## src/rtl/instruction_rom_bank_pkg.sv

```systemverilog
// Shared types and constants for the instruction ROM bank: FSM states,
// fault bit positions, and the default word returned on a faulted fetch.
package instruction_rom_bank_pkg;

  typedef enum logic {
    CLEAR = 1'b0,
    IDLE  = 1'b1
  } state_e;

  localparam int FAULT_MISALIGN = 0;
  localparam int FAULT_RANGE    = 1;

  localparam logic [31:0] NOP_WORD_DEFAULT = 32'h0000_0013;

  // Fault flags for a byte address into a DEPTH-word array.
  function automatic logic [1:0] addr_fault(input logic [31:0] addr, input int depth);
    logic [1:0] f;
    f                 = '0;
    f[FAULT_MISALIGN] = |addr[1:0];
    f[FAULT_RANGE]    = (addr[31:2] >= 30'(depth));
    return f;
  endfunction

endpackage

```

## src/rtl/imem_sram_1r1w.sv

```systemverilog
// Word array with one synchronous read port and one synchronous write port.
// A read and write to the same index in one cycle returns the old word.
module imem_sram_1r1w #(
  parameter int DATA_W = 32,
  parameter int DEPTH  = 128,
  parameter int AW     = $clog2(DEPTH)
) (
  input  logic              clk,
  input  logic              reset_n,
  input  logic              rd_en,
  input  logic [AW-1:0]     rd_idx,
  output logic [DATA_W-1:0] rd_data,
  input  logic              wr_en,
  input  logic [AW-1:0]     wr_idx,
  input  logic [DATA_W-1:0] wr_data
);

  logic [DATA_W-1:0] mem [DEPTH];

  // The array itself has no reset; only the read register does.
  always_ff @(posedge clk) begin
    if (wr_en) mem[wr_idx] <= wr_data;
  end

  always_ff @(posedge clk or negedge reset_n) begin
    if (!reset_n)   rd_data <= '0;
    else if (rd_en) rd_data <= mem[rd_idx];
  end

endmodule

```

## src/rtl/instruction_rom_bank.sv

```systemverilog
// Instruction fetch memory with a program-load port and a clear sweep.
// Fetches return one cycle after acceptance; faulted fetches return NOP_WORD.
module instruction_rom_bank
  import instruction_rom_bank_pkg::*;
#(
  parameter int                 DATA_W   = 32,
  parameter int                 DEPTH    = 128,
  parameter logic [DATA_W-1:0]  NOP_WORD = DATA_W'(NOP_WORD_DEFAULT)
) (
  input  logic              clk,
  input  logic              reset_n,
  input  logic              clear,
  input  logic              rd_valid,
  output logic              rd_ready,
  input  logic [31:0]       rd_addr,
  output logic              rsp_valid,
  output logic [DATA_W-1:0] rsp_instr,
  output logic [1:0]        rsp_fault,
  input  logic              ld_valid,
  output logic              ld_ready,
  input  logic [31:0]       ld_addr,
  input  logic [DATA_W-1:0] ld_data,
  output logic              busy,
  output state_e            dbg_state
);

  localparam int AW = $clog2(DEPTH);

  // Handshakes: a transfer happens on a rising edge where valid and ready are
  // both high; ready depends only on state and clear, never on valid, and
  // clear withdraws ready so a clear pulse always wins over traffic.

  state_e            state, state_nxt;
  logic [AW-1:0]     cnt, cnt_nxt;
  logic              rd_fire, ld_fire;
  logic [1:0]        rd_flt, ld_flt;
  logic              wr_en;
  logic [AW-1:0]     wr_idx;
  logic [DATA_W-1:0] wr_data;
  logic [DATA_W-1:0] sram_rd_data;

  assign rd_flt  = addr_fault(rd_addr, DEPTH);
  assign ld_flt  = addr_fault(ld_addr, DEPTH);
  assign rd_fire = rd_valid & rd_ready;
  assign ld_fire = ld_valid & ld_ready;
  assign dbg_state = state;

  always_ff @(posedge clk or negedge reset_n) begin
    if (!reset_n) begin
      state <= CLEAR;
      cnt   <= '0;
    end else begin
      state <= state_nxt;
      cnt   <= cnt_nxt;
    end
  end

  always_comb begin
    state_nxt = state;
    cnt_nxt   = cnt;
    busy      = 1'b0;
    rd_ready  = 1'b0;
    ld_ready  = 1'b0;
    wr_en     = 1'b0;
    wr_idx    = ld_addr[AW+1:2];
    wr_data   = ld_data;
    case (state)
      CLEAR: begin
        busy    = 1'b1;
        wr_en   = 1'b1;
        wr_idx  = cnt;
        wr_data = '0;
        if (clear) begin
          cnt_nxt = '0;
        end else if (cnt == AW'(DEPTH - 1)) begin
          state_nxt = IDLE;
          cnt_nxt   = '0;
        end else begin
          cnt_nxt = cnt + 1'b1;
        end
      end
      IDLE: begin
        rd_ready = ~clear;
        ld_ready = ~clear;
        wr_en    = ld_fire & (ld_flt == 2'b00);
        if (clear) begin
          state_nxt = CLEAR;
          cnt_nxt   = '0;
        end
      end
      default: begin
        state_nxt = CLEAR;
        cnt_nxt   = '0;
      end
    endcase
  end

  imem_sram_1r1w #(
    .DATA_W (DATA_W),
    .DEPTH  (DEPTH)
  ) u_sram (
    .clk     (clk),
    .reset_n (reset_n),
    .rd_en   (rd_fire),
    .rd_idx  (rd_addr[AW+1:2]),
    .rd_data (sram_rd_data),
    .wr_en   (wr_en),
    .wr_idx  (wr_idx),
    .wr_data (wr_data)
  );

  // Fault flags only change on an accepted fetch, so the output holds with them.
  always_ff @(posedge clk or negedge reset_n) begin
    if (!reset_n) begin
      rsp_valid <= 1'b0;
      rsp_fault <= 2'b00;
    end else begin
      rsp_valid <= rd_fire;
      if (rd_fire) rsp_fault <= rd_flt;
    end
  end

  assign rsp_instr = (rsp_fault != 2'b00) ? NOP_WORD : sram_rd_data;

endmodule

```

## config.mk

```make
export PLATFORM = sky130hd
export DESIGN_NAME = instruction_rom_bank
export DESIGN_NICKNAME = d
export VERILOG_FILES = /design/src/rtl/instruction_rom_bank_pkg.sv /design/src/rtl/imem_sram_1r1w.sv /design/src/rtl/instruction_rom_bank.sv
export SDC_FILE = /design/constraint.sdc
export NUM_CORES = 2
export LEC_CHECK = 0
export BUFFER_PORTS_ARGS = -buffer_cell sky130_fd_sc_hd__buf_4
export CORE_ASPECT_RATIO = 1.4
export CORE_MARGIN = 2
export CORE_UTILIZATION = 40
export CTS_CLUSTER_DIAMETER = 40
export DETAILED_ROUTE_END_ITERATION = 8
export SYNTH_ARGS = -nofsm -noshare
export SYNTH_HDL_FRONTEND = slang
export SYNTH_HIERARCHICAL = 1
export SYNTH_SLANG_ARGS = --single-unit
```

## constraint.sdc

```tcl
create_clock -name clk -period 4.1 [get_ports clk]
set_clock_uncertainty 0.1 [all_clocks]
set_input_delay 0.205 -clock clk [delete_from_list [all_inputs] [get_ports clk]]
set_output_delay 0.205 -clock clk [all_outputs]
set_load 0.02 [all_outputs]
```

==> flow_summary.yaml <==
power:
  power_density_nw_per_um2: 468
  p_leak_nw: 69.9
  ir_drop_uv: 369
  p_total_mw: 87.8
logic_synthesis:
  yosysWarningCount: 6
  synth.distinct_cells: 53
  synthCells: 7571
  netlist_area_sq_um: 160000
  yosysMostFrequentCell: "edfxtp_1"
  synth_flop_cell: "edfxtp_1"
  ys_seq_elements: 4139
  synth_top_area_share_pct: 77.1
  syn_area_per_cell_sq_um: 21.1
  ys_seq_area_share_pct: 77.8
  synth_edf_count: 4096
  ys_async_sr_fraction_pct: 1.04
  yosys-top-cells-area: "edfxtp_1, mux4_2, mux2i_1"
  yosys-top-cells-count: "edfxtp_1, mux2i_1, mux4_2, nor2_1, o22ai_1"
  synth_nets: 7673
  synth_area_leader_cell: "edfxtp_1"
critical_path:
  crit_family: "compound AO/OA/AOI/OAI gates"
  cp_num_cells: 6
  worstRegToRegCells: 6
  endpoint: "u_sram/rd_data[20]"
  path_common_cell: "a221o_1"
  cp_data_arrival_time_ns: 4.89
  crit_chain: "buf_4, and3b_2, inv_2, a221o_1, a211oi_1, a221o_1"
  critPathLaunch: "dbg_state"
  worst_ep_required_time_ns: 4.89
  end_kind: "flop"
  cpMaxStageDelayCell: "a211oi_1"
  rr_endpoint: "u_sram/rd_data[20]"
  slowest_delay_ns: 1.16
  crit_buf_inv: 2
  r2r_start: "dbg_state"
  crit_fanout: 27
  criticalPathCategory: "reg2reg"
  worst-r2r-setup-slack_ns: 0.003
  critPathLaunchType: "flop"
finish:
  nFillCells: 32319
  nets: 8360
  areaGrowthSynthToFinish_pct: 17.5
  drive_gt1_share_pct: 27.0
  finalInstanceArea_sq_um: 187000
grt:
  grtUsageMet3_pct: 3.86
  grtUsageMet1_pct: 28.8
  grt_pass1_vias: 82082
  top_usage_layer: "met2"
  grt_overflow: 0
  antenna_found_initial: 32
  met2_usage_pct: 38.5
  grt_first_pass_wirelength_um: 643000
  grt_max_degree: 129
  grt_usage_pct: 22.7
clock_tree:
  clockRootBuffer: "clkbuf_16"
  cts_max_path_buffers: 4
  cts_buffers: 421
  clkSlewWorstSetupHoldPaths_ns: 0.06
  clock_latency_ns: 1.00
  cts_setup_buffers: 0
  cts.sinks: 4139
  h-tree-depth: 5
  cts_tree: "yes"
floorplanning:
  die_area_sq_um: 404000
  die_h_um: 751
  core_area_sq_um: 397000
  fp.dieW_um: 538
  ios: 140
  num_rows: 274
  initial_utilization_pct: 40.1
place:
  hpwl_um: 275000
  io_buffer_count: 139
  place_area_sq_um: 173000
  place_congestion: 0.862
  dpl_worst_slack_ns: -0.400
detailed_routing:
  wire_per_inst_um: 33.4
  drc: 0
  first_pass_iters: 6
  drt_iter0_drc: 10111
  avgViaCountPerCell: 5.90
  ant_nets: 0
  vias: 81785
  drt-total-wl_um: 463000
timing:
  period_minus_slack_ns: 4.10
  slew_headroom_pct: 4.41
  fmax_mhz: 244
  final.setup.worst_slack_ns: 0.00292
  whs_ns: 0.123
  rsz0062_at_grt: "false"
  max_slew.worst_pin.slew_ns: 1.43
  setup_viol: 0
  hold_violations: 0
  post-route-period-util_pct: 99.9
  drv_slew: 0
run_status:
  status: "completed"
flow_run:
  drv_cap: 0
min_path:
  hold_path.startpoint: "rd_addr[7]"
  hold_path.class: "in2reg"
  worstHoldPathCells: 4
-- kinds of logic (layout without fill, tap and decap cells) --
family,Yosys count,after routing,share of synthesized area [%]
AOI/OAI and AO/OA,749,749,3.31
xor gates and xnor gates,1,1,0.00549
adders and majority gates,1,1,0.00784
buffers and inverters,450,1478,1.44
DFF,4139,4139,77.8
muxes,1587,1587,15.5
other,0,22,0
and+or+nand+nor,644,644,1.97
-- metal layers --
metal	wire [um]	part of all wire (%)	vias to the layer above
met5	109	0.024	-
met4	20900	4.5	16
met3	36400	7.9	750
met2	233000	50	3681
met1	173000	37	44169
li1	-	-	33169
-- registers in the layout (all words and copies together) (netlist names) --
register / count
cnt: 7
u_sram/mem: 4096
rsp_valid: 1
rsp_fault: 2
dbg_state: 1
u_sram/rd_data: 32
-- area by class of cell --
class / instances / area, sq um / share of cell area, %
antenna: 22 / 55.1 / 0.0294
multi-input combinational: 2982 / 34400 / 18.4
timing repair buffer: 709 / 8200 / 4.38
inverter: 5 / 18.8 / 0.0100
clock buffer: 470 / 10800 / 5.78
clock inverter: 294 / 3220 / 1.72
tap: 5244 / 6560 / 3.50
sequential: 4139 / 124000 / 66.2
-- worst reg2reg max path, stage by stage (launching register included) --
cell,delay [ns]
dfrtp_2,0.55
buf_4,0.47
and3b_2,0.49
inv_2,0.40
a221o_1,0.60
a211oi_1,1.16
a221o_1,0.22
-- how the worst min path moves through the flow --
stage | slack (ns) | endpoint
after global routing | 0.11 | u_sram/rd_data[1]
after detailed placement | 0.30 | rsp_valid
final | 0.12 | u_sram/rd_data[4]
after global placement | 0.30 | rsp_valid
after CTS | 0.02 | u_sram/rd_data[1]
after floorplan | -0.19 | cnt[0]
-- what timing repair did --
item / 4_1_cts / 5_1_grt
hold buffers: 52 / 0
resized for setup: 6 / 0
hold endpoints to repair: 1455 / 0
setup endpoints to repair: 8 / 0
-- power by group --
part,switching [mW],internal [mW],total [mW]
logic,1.86,1.04,2.90
registers,0.0267,45.9,45.9
clock network,16.6,22.3,38.9
-- per-stage QoR --
| stage | util, % | instances | setup TNS, ns |
|---|---|---|---|
| 3_3_place_gp | 43.5 | 13027 | -2.62 |
| 4_1_cts | 47.1 | 13843 | 0 |
| 6_report | 47.2 | 13865 | 0 |
| 3_5_place_dp | 43.5 | 13027 | -2.35 |
| 2_1_floorplan | - | 7571 | -78.32 |
| 5_1_grt | 47.1 | 13853 | 0 |
-- layout by cell type, fill, tap and decap left out, types with 31 or more instances in the layout --
| master | instances |
|---|---|
| mux2i_1 | 787 |
| dlygate4sd3_1 | 51 |
| a21oi_1 | 125 |
| clkinvlp_4 | 41 |
| o21ai_0 | 34 |
| clkinv_1 | 69 |
| o22ai_1 | 193 |
| and2_4 | 32 |
| a211oi_1 | 82 |
| nor3_1 | 90 |
| buf_12 | 215 |
| nand2_1 | 78 |
| nor2_1 | 92 |
| edfxtp_1 | 4096 |
| clkbuf_1 | 42 |
| nor2_4 | 123 |
| o221ai_1 | 35 |
| a221oi_1 | 49 |
| clkbuf_16 | 425 |
| clkinv_2 | 66 |
| mux2_2 | 106 |
| nor2b_1 | 70 |
| bufinv_16 | 50 |
| a22oi_1 | 79 |
| and2_1 | 31 |
| mux4_2 | 694 |
| a221o_1 | 45 |
| buf_4 | 438 |
| dfrtp_1 | 42 |
No activity file was read; power rests on OpenSTA's default activity.
